==> src/rtl/ldpc_3gpp_enc_hb_seq.sv <==
// ldpc_3gpp_enc_hb_seq: row/word sequencer for the fixed-mode 3GPP LDPC Hb table reader.
// Walks core (phase 0), psi solve (phase 1) and extension rows 4..lr (phase 2),
// one zc-word segment per row, with a one-cycle LOAD bubble before each segment.
// Ports:
//   iclk, ireset (async, active-high), iclkena (low freezes everything)
//   istart, iused_zc, iused_row : encode request and geometry, latched in IDLE
//   irdy                        : engine accepts the current step
//   orow, oval, ophase, oword   : table row select and current step
//   osop, oeop, olast           : registered segment/encode position tags
//   obusy, odone                : encode in flight / one-cycle completion pulse
module ldpc_3gpp_enc_hb_seq #(
    parameter int pROW_W = 6,
    parameter int pZC_W  = 9
) (
    input  logic              iclk,
    input  logic              ireset,
    input  logic              iclkena,
    input  logic              istart,
    input  logic [pZC_W-1:0]  iused_zc,
    input  logic [pROW_W-1:0] iused_row,
    input  logic              irdy,
    output logic [pROW_W-1:0] orow,
    output logic              oval,
    output logic [1:0]        ophase,
    output logic [pZC_W-1:0]  oword,
    output logic              osop,
    output logic              oeop,
    output logic              olast,
    output logic              obusy,
    output logic              odone
);
    typedef enum logic [1:0] {IDLE, LOAD, RUN, FIN} state_t;
    state_t            state_q, state_d;
    logic [pZC_W-1:0]  zc_q, zc_d, word_q, word_d;
    logic [pROW_W-1:0] lr_q, lr_d, row_q, row_d;
    logic [1:0]        phase_q, phase_d;
    logic              val_q, val_d, sop_q, sop_d, eop_q, eop_d;
    logic              last_q, last_d, busy_q, busy_d, done_q, done_d;
    logic              consume, seg_end;
    assign consume = val_q & irdy;
    assign seg_end = word_q == zc_q - 1'b1;
    always_comb begin
        state_d = state_q;
        zc_d    = zc_q;
        lr_d    = lr_q;
        word_d  = word_q;
        row_d   = row_q;
        phase_d = phase_q;
        val_d   = val_q;
        busy_d  = busy_q;
        done_d  = 1'b0;
        case (state_q)
            IDLE: if (istart) begin
                zc_d    = (iused_zc == '0) ? pZC_W'(1) : iused_zc;
                lr_d    = (iused_row < pROW_W'(4)) ? pROW_W'(4) : iused_row;
                phase_d = 2'd0;
                row_d   = '0;
                word_d  = '0;
                busy_d  = 1'b1;
                state_d = LOAD;
            end
            // bubble: the Hb table needs one cycle to present the row just selected
            LOAD: begin
                state_d = RUN;
                word_d  = '0;
                val_d   = 1'b1;
            end
            RUN: if (consume) begin
                if (!seg_end) begin
                    word_d = word_q + 1'b1;
                end else begin
                    // row only moves here, so the table output stays put across stalls
                    word_d  = '0;
                    val_d   = 1'b0;
                    state_d = LOAD;
                    if (phase_q == 2'd0) begin
                        phase_d = 2'd1;
                        row_d   = '0;
                    end else if (phase_q == 2'd1) begin
                        phase_d = 2'd2;
                        row_d   = pROW_W'(4);
                    end else if (row_q < lr_q) begin
                        row_d = row_q + 1'b1;
                    end else begin
                        state_d = FIN;
                    end
                end
            end
            FIN: begin
                state_d = IDLE;
                busy_d  = 1'b0;
                done_d  = 1'b1;
                phase_d = 2'd0;
                row_d   = '0;
                word_d  = '0;
            end
            default: state_d = IDLE;
        endcase
        sop_d  = val_d & (word_d == '0);
        eop_d  = val_d & (word_d == zc_d - 1'b1);
        last_d = eop_d & (phase_d == 2'd2) & (row_d == lr_d);
    end
    always_ff @(posedge iclk or posedge ireset) begin
        if (ireset) begin
            state_q <= IDLE;
            zc_q    <= '0;
            lr_q    <= '0;
            word_q  <= '0;
            row_q   <= '0;
            phase_q <= '0;
            val_q   <= 1'b0;
            sop_q   <= 1'b0;
            eop_q   <= 1'b0;
            last_q  <= 1'b0;
            busy_q  <= 1'b0;
            done_q  <= 1'b0;
        end else if (iclkena) begin
            state_q <= state_d;
            zc_q    <= zc_d;
            lr_q    <= lr_d;
            word_q  <= word_d;
            row_q   <= row_d;
            phase_q <= phase_d;
            val_q   <= val_d;
            sop_q   <= sop_d;
            eop_q   <= eop_d;
            last_q  <= last_d;
            busy_q  <= busy_d;
            done_q  <= done_d;
        end
    end
    assign orow   = row_q;
    assign oval   = val_q;
    assign ophase = phase_q;
    assign oword  = word_q;
    assign osop   = sop_q;
    assign oeop   = eop_q;
    assign olast  = last_q;
    assign obusy  = busy_q;
    assign odone  = done_q;
endmodule
==> config.mk <==
export PLATFORM = sky130hd
export DESIGN_NAME = ldpc_3gpp_enc_hb_seq
export DESIGN_NICKNAME = d
export VERILOG_FILES = /design/src/rtl/ldpc_3gpp_enc_hb_seq.sv
export SDC_FILE = /design/constraint.sdc
export NUM_CORES = 1
export LEC_CHECK = 0
export ABC_AREA = 1
export BUFFER_PORTS_ARGS = -buffer_cell sky130_fd_sc_hd__buf_2
export CORE_UTILIZATION = 60
export CTS_BUF_LIST = sky130_fd_sc_hd__clkbuf_4 sky130_fd_sc_hd__clkbuf_8
export DETAILED_ROUTE_END_ITERATION = 12
export GPL_TIMING_DRIVEN = 0
export PLACE_DENSITY = 0.82
export RECOVER_POWER = 100
export SETUP_SLACK_MARGIN = 0.2
export SLEW_MARGIN = 20
export SYNTH_ARGS = -nofsm -noshare
export SYNTH_HDL_FRONTEND = slang
export SYNTH_SLANG_ARGS = --single-unit
==> constraint.sdc <==
create_clock -name iclk -period 3.22 [get_ports iclk]
set_input_delay 0.644 -clock iclk [delete_from_list [all_inputs] [get_ports iclk]]
set_output_delay 0.644 -clock iclk [all_outputs]
set_load 0.005 [all_outputs]
After elaboration in Yosys (flattened, before gate mapping):

Index checks and enable logic that the tools add are counted.

* order comparisons: 2
* muxes and demuxes: 36
* reductions and logical operators: 8
* bitwise gates (word level): 5
* multipliers: 0
* eq/ne operators: 11
* div/mod/pow operators: 0
* add/sub/neg operators: 4
* shift-type cells: 0

Operators by type and width (count)
* $mux W6: 9
* $mux W9: 6
* $pmux W9 S3: 1
* $mux W2: 11
* $eq A9 B9 Y1: 2
* $logic_not A9 Y1: 2
* $pmux W6 S3: 1
* $sub A9 B1 Y9 const B: 2
* $add A9 B1 Y9 const B: 1
* $pmux W2 S4: 1
* $add A6 B1 Y6 const B: 1
* $eq A2 B2 Y1 const B: 3
* $eq A6 B6 Y1: 1
* $lt A6 B3 Y1 const B: 1
* $lt A6 B6 Y1: 1
* $ne A2 B2 Y1 const B: 3
* $pmux W2 S3: 1
* $and A1 B1 Y1: 5
* $eq A2 B1 Y1 const B: 2
* $logic_not A2 Y1: 2
* $mux W1: 4
* $pmux W1 S2: 2
* $reduce_and A4 Y1: 1
* $reduce_and A3 Y1: 1
* 2 further kinds: 2

* bits in read-only memories: 0
* latch bits: 0
* memories kept: 0
* output and inout port bits: 23
* bits of input ports: 20
* register bits after elaboration: 40
* bits in writable memories: 0
* logic and storage cells: 78

Depth between registers and ports, before layout:

Gate-level depths: netlist of run 1.

* depth after elaboration: 9
* depth in mapped cells: 22
* mapped depth without buffers: 22

Least setup slack after synthesis of run 1:

OpenSTA, ideal clock, no wires.

* kind: register to register
* start: register state_q[0]
* end: register last_q (netlist: olast)
* required time: 3.154 ns
* slack: 0.783 ns
* setup time: 0.066 ns
* stages on the path, launching flop included: 18
* path buffers: 0
* arrival: 2.372 ns
* period minus slack after synthesis: 2.437 ns
* path through: dfrtp_1 > inv_1 > ha_1 > nand2_2 > nor2_1 > nand2_1 > o21ai_1 > ha_1 > and3_1 > nand4_1 > nor2_1 > xnor2_1 > nor2_1 > nor2_1 > nand2_1 > nor2_1 > nand3_1 > nand2_1

* word-level cells in the longest chain between the ends: 7
* elaborated cells between the ends (all ways): 18
* classes of those cells: add/sub: 1; eq/ne: 6; mux: 6; bitwise: 3; reduce/logical: 2

Ends and longest elaborated chain
* start, declared: line 33 `state_t state_q, state_d;`
* start signal, assigned: line 118 `state_q <= state_d;`
* $logic_not A2 Y1, or another cell as far along: line 52 `case (state_q)`
* $mux W9 / $reduce_or A2 Y1 (equally long branches)
* $sub A9 B1 Y9 / $pmux W9 S3 (equally long branches): line 100, 52
* $eq A9 B9 Y1: line 100 `eop_d = val_d & (word_d == zc_d - 1'b1);`
* $and A1 B1 Y1: line 100
* $and A1 B1 Y1: line 101 `last_d = eop_d & (phase_d == 2'd2) & (row_d == lr_d);`
* $and A1 B1 Y1 (*): line 101
* end signal, assigned: line 127 `last_q <= last_d;`
* end, declared: line 38 `logic last_q, last_d, busy_q, busy_d, done_q, done_d;`

Every way passes the cells marked *; elsewhere a longest branch is shown, timed or not.
A chain may end at the register's enable or synchronous reset.

Final worst setup path of run 1:

* start: register zc_q[0]
* end: register last_q (netlist: olast)

* word-level cells in the longest chain between the ends: 9
* elaborated cells between the ends (all ways): 23
* classes of those cells: add/sub: 2; eq/ne: 4; mux: 14; bitwise: 3

Ends and longest elaborated chain
* start, declared: line 34 `logic [pZC_W-1:0] zc_q, zc_d, word_q, word_d;`
* start signal, assigned: line 119 `zc_q <= zc_d;`
* $sub A9 B1 Y9: line 41 `assign seg_end = word_q == zc_q - 1'b1;`
* $eq A9 B9 Y1: line 41
* $mux W9: line 69 `if (!seg_end) begin`
* $mux W9: line 68 `RUN: if (consume) begin`
* $pmux W9 S3: line 52
* $eq A9 B9 Y1: line 100
* $and A1 B1 Y1: line 100
* $and A1 B1 Y1: line 101
* $and A1 B1 Y1 (*): line 101

Marked as above.

==> results of run 1 <==
==> cells by family after synthesis <==
kind of cell	after synthesis
multiplexers	1
flip-flops	40
AO/OA/AOI/OAI	78
AND/OR/NAND/NOR	309
XOR/XNOR	14
buffers and inverters	101
adder cells (fa/ha/maj)	15
==> metal layers <==
metal  share of wire  GRT usage  vias up  wire length, um
met4           0.014     0.0818        0              134
met5               0          0        -                0
met3           0.071     0.0506       16              688
met1            0.46      0.470     1773             4440
li1                -          -     1894                -
met2            0.46      0.537      141             4440
==> power breakdown <==
part | switching, mW | leakage (nW) | internal, mW
sequential | 0.123 | 0.518 | 0.636
clock | 0.188 | 0.0400 | 0.147
combinational | 1.12 | 1.51 | 0.597
total | 1.43 | 2.07 | 1.38
==> through the flow <==
step                      worst slack (ns)   util
after global routing                 0.113  0.707
after floorplan                      0.783      -
after detailed placement             0.143  0.694
final                                0.316  0.707
after global placement               0.204  0.690
after CTS                            0.237  0.709
==> state kept, by name (all words and copies together) (netlist names) <==
register,cells
osop,1
obusy,1
olast,1
ophase,2
oeop,1
oval,1
lr_q,6
oword,9
zc_q,9
orow,6
odone,1
state_q,2
==> worst max-delay path by stage <==
stage | to | cells past startpoint | slack [ns]
finish | olast | 19 | 0.32
global route | olast | 21 | 0.11
CTS | olast | 19 | 0.24
detailed placement | olast | 18 | 0.14
global placement | olast | 17 | 0.20
floorplan | olast | 17 | 0.78
==> area by class of cell <==
class,instances,share of cell area
clock buffer,5,0.0173
tap,72,0.0227
timing repair buffer,43,0.0520
clock inverter,2,0.00315
sequential,40,0.252
multi-input combinational,417,0.552
inverter,87,0.0826
buffer,14,0.0177
==> what timing repair did <==
item	in CTS	in global routing
cloned	0	0
gates resized for setup	1	9
setup endpoints to repair	1	2
==> synth_stat cells <==
cell type	number
nor3b_1	2
o21ba_2	1
nand3_1	45
inv_1	81
xor2_1	8
o211ai_1	1
buf_4	2
ha_1	15
nor3_1	4
buf_2	3
xnor2_1	6
nor3_2	2
mux2i_1	1
nor2_4	1
nor2_1	45
nand4_1	11
nand3b_1	4
nand3_2	3
o22ai_1	16
nand2_1	172
nor2_2	8
a311oi_1	1
o21ai_1	9
a21o_1	3
a21oi_1	8
buf_6	1
nand2_2	5
dfrtp_1	40
inv_2	5
o21ai_0	39
clkinv_2	1
nand4_4	4
clkbuf_1	8
nor4_1	2
and3_1	1
==> summary.txt, run 1 <==
Worst setup path
  – WS Path Type: flop to flop
  – Critical Path Fanout Max: 10
  – Worst path top cell family by delay: simple AND/OR/NAND/NOR gates
  – Slowest cell delay on critical path: 0.45 ns
  – Worst EP arrival: 3.14 ns
  – Most frequent CP cell: nand2_1
  – Critical-path cell list: inv_2 -> ha_1 -> nand2_2 -> nor2_4 -> nand2_1 -> nand2_1 -> nand3_1 -> nor2_1 -> nand4_4 -> buf_6 -> nand3_2 -> nand2_1 -> nand2_1 -> nand2_1 -> nor2_1 -> nand3_1 -> nor2_2 -> nand3_1 -> nand2_1
  – Worst setup SP type: flop
  – Worst Setup SP: zc_q[0]
  – Worst Path Required: 3.46 ns
  – WP buf/inv: 2
  – R2r endpoint: olast
  – Worst reg2reg path depth: 19
  – RR Startpoint: zc_q[0]
  – Cell at the slowest stage of the critical path: dfrtp_1
  – Reg2Reg Setup Slack: 0.32 ns
  – CP Capture Type: flop

Power and ir drop
  – LEAKAGE: 2.07 nW
  – Total design power: 2.81 mW
  – Peak supply drop: 0.543 mV
  – Pwr/cell area: 707 nW/um2

Die
  – Initial Util: 0.637
  – Die Y: 79.1 um
  – Die Area: 6260 um2
  – DIE WIDTH: 79.1 um
  – Core ar.: 5610 um2
  – I/O Pins: 43
  – # rows: 27

Final layout
  – Register area: 1000 um2
  – Fin cells: 680
  – N_diodes: 0
  – Synth-to-Final Area Change: 11.1%
  – Fillers: 544
  – Most frequent cells in the layout: nand2_1, inv_1, nor2_1
  – Layout cells sized above 1: 0.135
  – Most common library cell in the layout ignoring fill and taps: nand2_1
  – Multi-input logic area: 2190 um2
  – NumNets Final: 643
  – Post-route cell area: 3970 um2

Hold path
  – Min-Delay Path Class: input port to async pin

Placed design
  – Final HPWL DP: 7790 um
  – I/O Buffers: 42
  – DP Cell Count: 673
  – Post-DP Area: 3890 um2
  – GPL Wtd Cong: 0.893

Global route
  – Global-route wire length before repair: 16400 um
  – Largest net degree at the start of global routing: 27
  – GRT Overall Usage: 0.335
  – Vias in the first global route: 3537
  – Remaining global-route overflow: 0
  – Initial antenna violation count: 0

Job
  – Max-Cap Viols: 0

Yosys
  – Adder-cell share of the synthesized area: 0.0526
  – Synth top area share: 0.280
  – Cell taking the most area after synthesis: dfrtp_1
  – YS warnings: 0
  – Post-synth net total: 593
  – Synth cell types: 35
  – Post-Syn Area: 3570 um2
  – FF+latch count, synth: 40
  – Synth Area in XOR/XNOR: 0.0343
  – Synth Area in Compound Gates: 0.120
  – Top post-synthesis cells by area: dfrtp_1, nand2_1, inv_1, nand3_1, o21ai_0
  – Syn Area/Cell: 6.40 um2
  – Post-synthesis sequential area ratio: 0.280
  – Mux share of post-synthesis cell area: 0.00280
  – Largest family of logic cells by synthesized area: simple AND/OR/NAND/NOR gates
  – Simple-gate share of the synthesized area: 0.398
  – Gate Count Post-Synth: 558

Detailed routing
  – Starting DRT DRC Count: 392
  – DR vias/cell: 5.62
  – Residual DRC count: 0
  – Vias: 3824
  – Detailed Routing Iterations Pass 1: 4
  – Routed WL: 9700 um
  – Routed Antenna Nets: 0
  – Wire per inst: 14.3 um

Timing
  – Hold Vio Cnt, Final: 0
  – Hold slack: 0.400 ns
  – RSZ-0062 raised after global routing: no
  – Pin slew with the least headroom to its limit: 1.49 ns
  – Final setup viols: 0
  – Setup TNS Final: 0 ns
  – Worst slew margin: 0.00961
  – Clock period minus worst slack: 2.90 ns
  – Worst Skew: 0.00980 ns
  – Fin. max-slew vios: 0
  – Max Fclk: 344 MHz
  – Fin crit share: 0.902

CTS
  – Clk_lat worst skew: 0.30 ns
  – Post-CTS setup buffers: 0
  – Post-CTS Hold Buffers: 0
  – Clock Sinks: 40
  – H-tree depth: 2
  – TritonCTS Buffers: 5
  – Clock root buffer: clkbuf_8
  – Buffer depth of the longest clock path: 2
  – Clock Pin Slew Worst Setup and Hold Paths: 0.08 ns
  – CTS tree: built

Run status
  – Status: finished clean
(Power assumes the default switching activity.)
==> inputs of run 2 (changes only) <==
Settings changed: ABC_AREA 1 to unset, CORE_MARGIN set to 2, PLACE_DENSITY 0.82 to 0.81.
==> run 2 against run 1 <==
The run now ends with max-capacitance violations, max-slew violations, negative setup slack left. Flip-flop and latch count did not move. Critical path type unchanged. Highest routed layer unchanged. Combinational power rose by 68%. Wire length rose by 52%. Utilization rose by 11 points. Non-clock buffer count rose by 62.
==> summary.txt, run 2 <==
Timing
  – RSZ-0062 raised after global routing: yes
  – Worst Skew: 0.0122 ns (+0.00238 ns)
  – Final WS setup: -0.604 ns (-0.920 ns)
  – Fin. max-slew vios: 34 (+34)
  – Worst slew margin: -0.267 (-0.276)
  – Fin crit share: 1.19 (+0.286)
  – Clock period minus worst slack: 3.82 ns (+0.920 ns)
  – Hold Vio Cnt, Final: 0 (unchanged)
  – Max Fclk: 262 MHz (-24%)
  – Final setup viols: 7 (+7)
  – Pin slew with the least headroom to its limit: 1.90 ns (+0.415 ns)
  – Hold slack: 0.277 ns (-0.123 ns)
  – Setup TNS Final: -2.39 ns (-2.39 ns)

Detailed routing
  – Detailed Routing Iterations Pass 1: 7 (+3)
  – Routed Antenna Nets: 0 (unchanged)
  – Starting DRT DRC Count: 521 (+33%)
  – Vias: 4719 (+23%)
  – Routed WL: 14700 um (+52%)
  – Residual DRC count: 0 (unchanged)
  – DR vias/cell: 7.01 (+25%)
  – Wire per inst: 21.9 um (+53%)

Die
  – Initial Util: 0.619 (-0.0180)
  – DIE WIDTH: 84.7 um (+7.0%)
  – # rows: 29 (+7.4%)
  – Die Area: 7170 um2 (+15%)
  – Die Y: 84.7 um (+7.0%)
  – Core ar.: 6310 um2 (+13%)
  – I/O Pins: 43 (unchanged)

Hold path
  – Min-Delay Path Class: input port to async pin

CTS
  – CTS tree: built
  – Clock Pin Slew Worst Setup and Hold Paths: 0.10 ns (+0.02 ns)
  – Clk_lat worst skew: 0.31 ns (about the same)
  – Clock root buffer: clkbuf_8
  – H-tree depth: 2 (unchanged)
  – Clock Sinks: 40 (unchanged)
  – Buffer depth of the longest clock path: 2 (unchanged)
  – TritonCTS Buffers: 5 (unchanged)

Worst setup path
  – Worst setup SP type: flop
  – RR Startpoint: state_q[0]
  – Worst EP arrival: 4.04 ns (+0.90 ns)
  – WS Path Type: flop to flop
  – Critical Path Fanout Max: 4 (-6)
  – Worst Path Required: 3.43 ns (-0.03 ns)
  – CP Capture Type: flop
  – Worst Setup SP: state_q[0]

Yosys
  – FF+latch count, synth: 40 (unchanged)
  – Synth cell types: 63 (+80%)
  – FFs w/ async S/R, synth: 1.00 (unchanged)
  – Post-synthesis sequential area ratio: 0.256 (-0.0241)
  – Syn Area/Cell: 7.76 um2 (+21%)
  – Top post-synthesis cells by area: dfrtp_1, o21ai_0, mux2i_1, ha_1, nand2_1
  – Cell taking the most area after synthesis: dfrtp_1
  – Most common flop cell mapped by yosys: dfrtp_1
  – Post-synth net total: 538 (-9.3%)
  – Gate Count Post-Synth: 503 (-9.9%)
  – Number of synthesized flops with an enable pin: 0 (unchanged)
  – Cell with the most instances after synthesis: nand2_1
  – YS warnings: 0 (unchanged)
  – Post-Syn Area: 3900 um2 (+9.4%)
  – Synth top area share: 0.256 (-0.0241)
  – Post-synth top cells: nand2_1, o21ai_0, dfrtp_1

Final layout
  – Fin cells: 673 (-1.0%)
  – Synth-to-Final Area Change: 32.0%
  – N_diodes: 0 (unchanged)
  – Multi-input logic area: 3020 um2 (+38%)
  – NumNets Final: 630 (-2.0%)
  – Fillers: 414 (-24%)
  – Register area: 1000 um2 (unchanged)
  – Most frequent cells in the layout: nand2_1, dfrtp_1, buf_2
  – Layout cells sized above 1: 0.277 (+0.142)
  – Most common library cell in the layout ignoring fill and taps: nand2_1

Global route
  – M3 GR Usage: 0.0669 (+0.0163)
  – Global-route wire length before repair: 22200 um (+35%)
  – Largest net degree at the start of global routing: 34 (+26%)
  – Met1 usage: 0.489 (+0.0189)
  – Remaining global-route overflow: 0 (unchanged)
  – GRT met2 Usage: 0.650 (+0.113)
  – GRT Overall Usage: 0.391 (+0.0560)
  – Vias in the first global route: 4343 (+23%)
  – Initial antenna violation count: 0 (unchanged)
  – GR peak layer: met2

Power and ir drop
  – Pwr/cell area: 780 nW/um2 (+10%)
  – Sw power: 1.93 mW (+35%)
  – P_int: 2.09 mW (+51%)
  – Logic pwr share: 0.717 (+0.107)
  – Peak supply drop: 0.744 mV (+37%)
  – Switching Share: 0.481 (-0.0280)
  – LEAKAGE: 2.08 nW (+0.39%)
  – Sequential power share: 0.187 (-0.083)
  – Clock network power share: 0.096 (-0.024)

Placed design
  – DP Cell Count: 623 (-7.4%)
  – Final HPWL DP: 9240 um (+19%)
  – I/O Buffers: 42 (unchanged)
  – GPL Wtd Cong: 1.02 (+14%)

Job
  – Max-Cap Viols: 1 (+1)

Run status
  – Violated checks: max-capacitance violations, max-slew violations, negative setup slack
  – Status: finished, violations left
[run 2: cell types whose count changed after synthesis, sizes merged, moves of 8 or more]
cell / change
clkbuf: +22
nor3: +8
mux2: +10
o31ai: +10
nor2: -16
xnor2: +15
nand2b: +8
a21oi: +19
inv: -61
mux2i: +18
nand2: -128
nand3: -32
o22ai: -10
[run 2: worst paths after layout]
check	to	slack, ns	depth (start not counted)
setup / recovery	olast	-0.60	18
hold / removal	zc_q[2]	0.28	2
setup reg to reg	olast	-0.60	18
hold reg to reg	oeop	0.53	2
max in group asynchronous	oword[6]	0.84	3
min in group iclk	oeop	0.53	2
[run 2: area by class of cell]
| cell class | count | share of cell area |
|---|---|---|
| Inverter | 25 | 0.0182 |
| Timing Repair Buffer | 85 | 0.114 |
| Clock buffer | 7 | 0.0175 |
| Tap cell | 77 | 0.0187 |
| Buffer | 34 | 0.0507 |
| Multi-Input combinational cell | 404 | 0.586 |
| Sequential cell | 40 | 0.194 |
| Clock inverter | 1 | 0.00146 |
[run 2: layer usage]
metal  vias up  share of wire  routed length, um
met3        99          0.096               1410
met1      2207           0.37               5440
li1       2045              -                  -
met4         0          0.055                811
met5         -              0                  0
met2       368           0.48               7050
[run 2: power groups by stage]
stage	Combinational [mW]	Clock (mW)	Sequential, mW
after global placement	2.09	0	0.737
after floorplan	1.64	0	0.719
after CTS	2.53	0.380	0.731
after detailed placement	2.14	0	0.744
after global routing	3.02	0.403	0.761
final	2.88	0.386	0.753
[run 2: what timing repair did]
action | 4_1_cts | 5_1_grt
endpoints found under the setup margin | 21 | 22
pin swaps | 16 | 21
resized for setup | 67 | 40
setup buffers | 27 | 15
hold buffers | 0 | 0
[run 2: kinds of logic (layout without fill, tap and decap cells)]
family          count (synthesis)  after routing  synth area share
flops                          40             40             0.256
fa+ha+maj                      15             15            0.0481
mux                            29             29            0.0775
buf+inv                        59            152            0.0596
compound gates                153            153             0.263
simple gates                  174            174             0.221
xor+xnor                       33             33            0.0740
[run 2: critical path: stages (launching register included)]
cell,delay [ns]
dfrtp_1,0.39
inv_2,0.07
ha_4,0.16
buf_8,0.12
and2_4,0.15
clkbuf_16,0.14
buf_12,0.12
mux2i_1,0.14
ha_2,0.20
or3b_4,0.41
xor2_2,0.17
mux2i_4,0.21
mux2i_1,0.11
a221o_1,0.28
nor4_2,0.27
o311ai_1,0.17
nor4_1,0.19
nand4_1,0.20
o41ai_2,0.23
[run 2: per-stage QoR]
stage	total power [mW]	util	setup WS, ns	area, um2
after floorplan	2.36	-	-0.384	4010
after global placement	2.82	0.683	-1.27	4310
after detailed placement	2.88	0.686	-1.11	4330
after CTS	3.64	0.778	-0.593	4910
after global routing	4.19	0.816	-0.711	5150
final	4.02	0.816	-0.604	5150
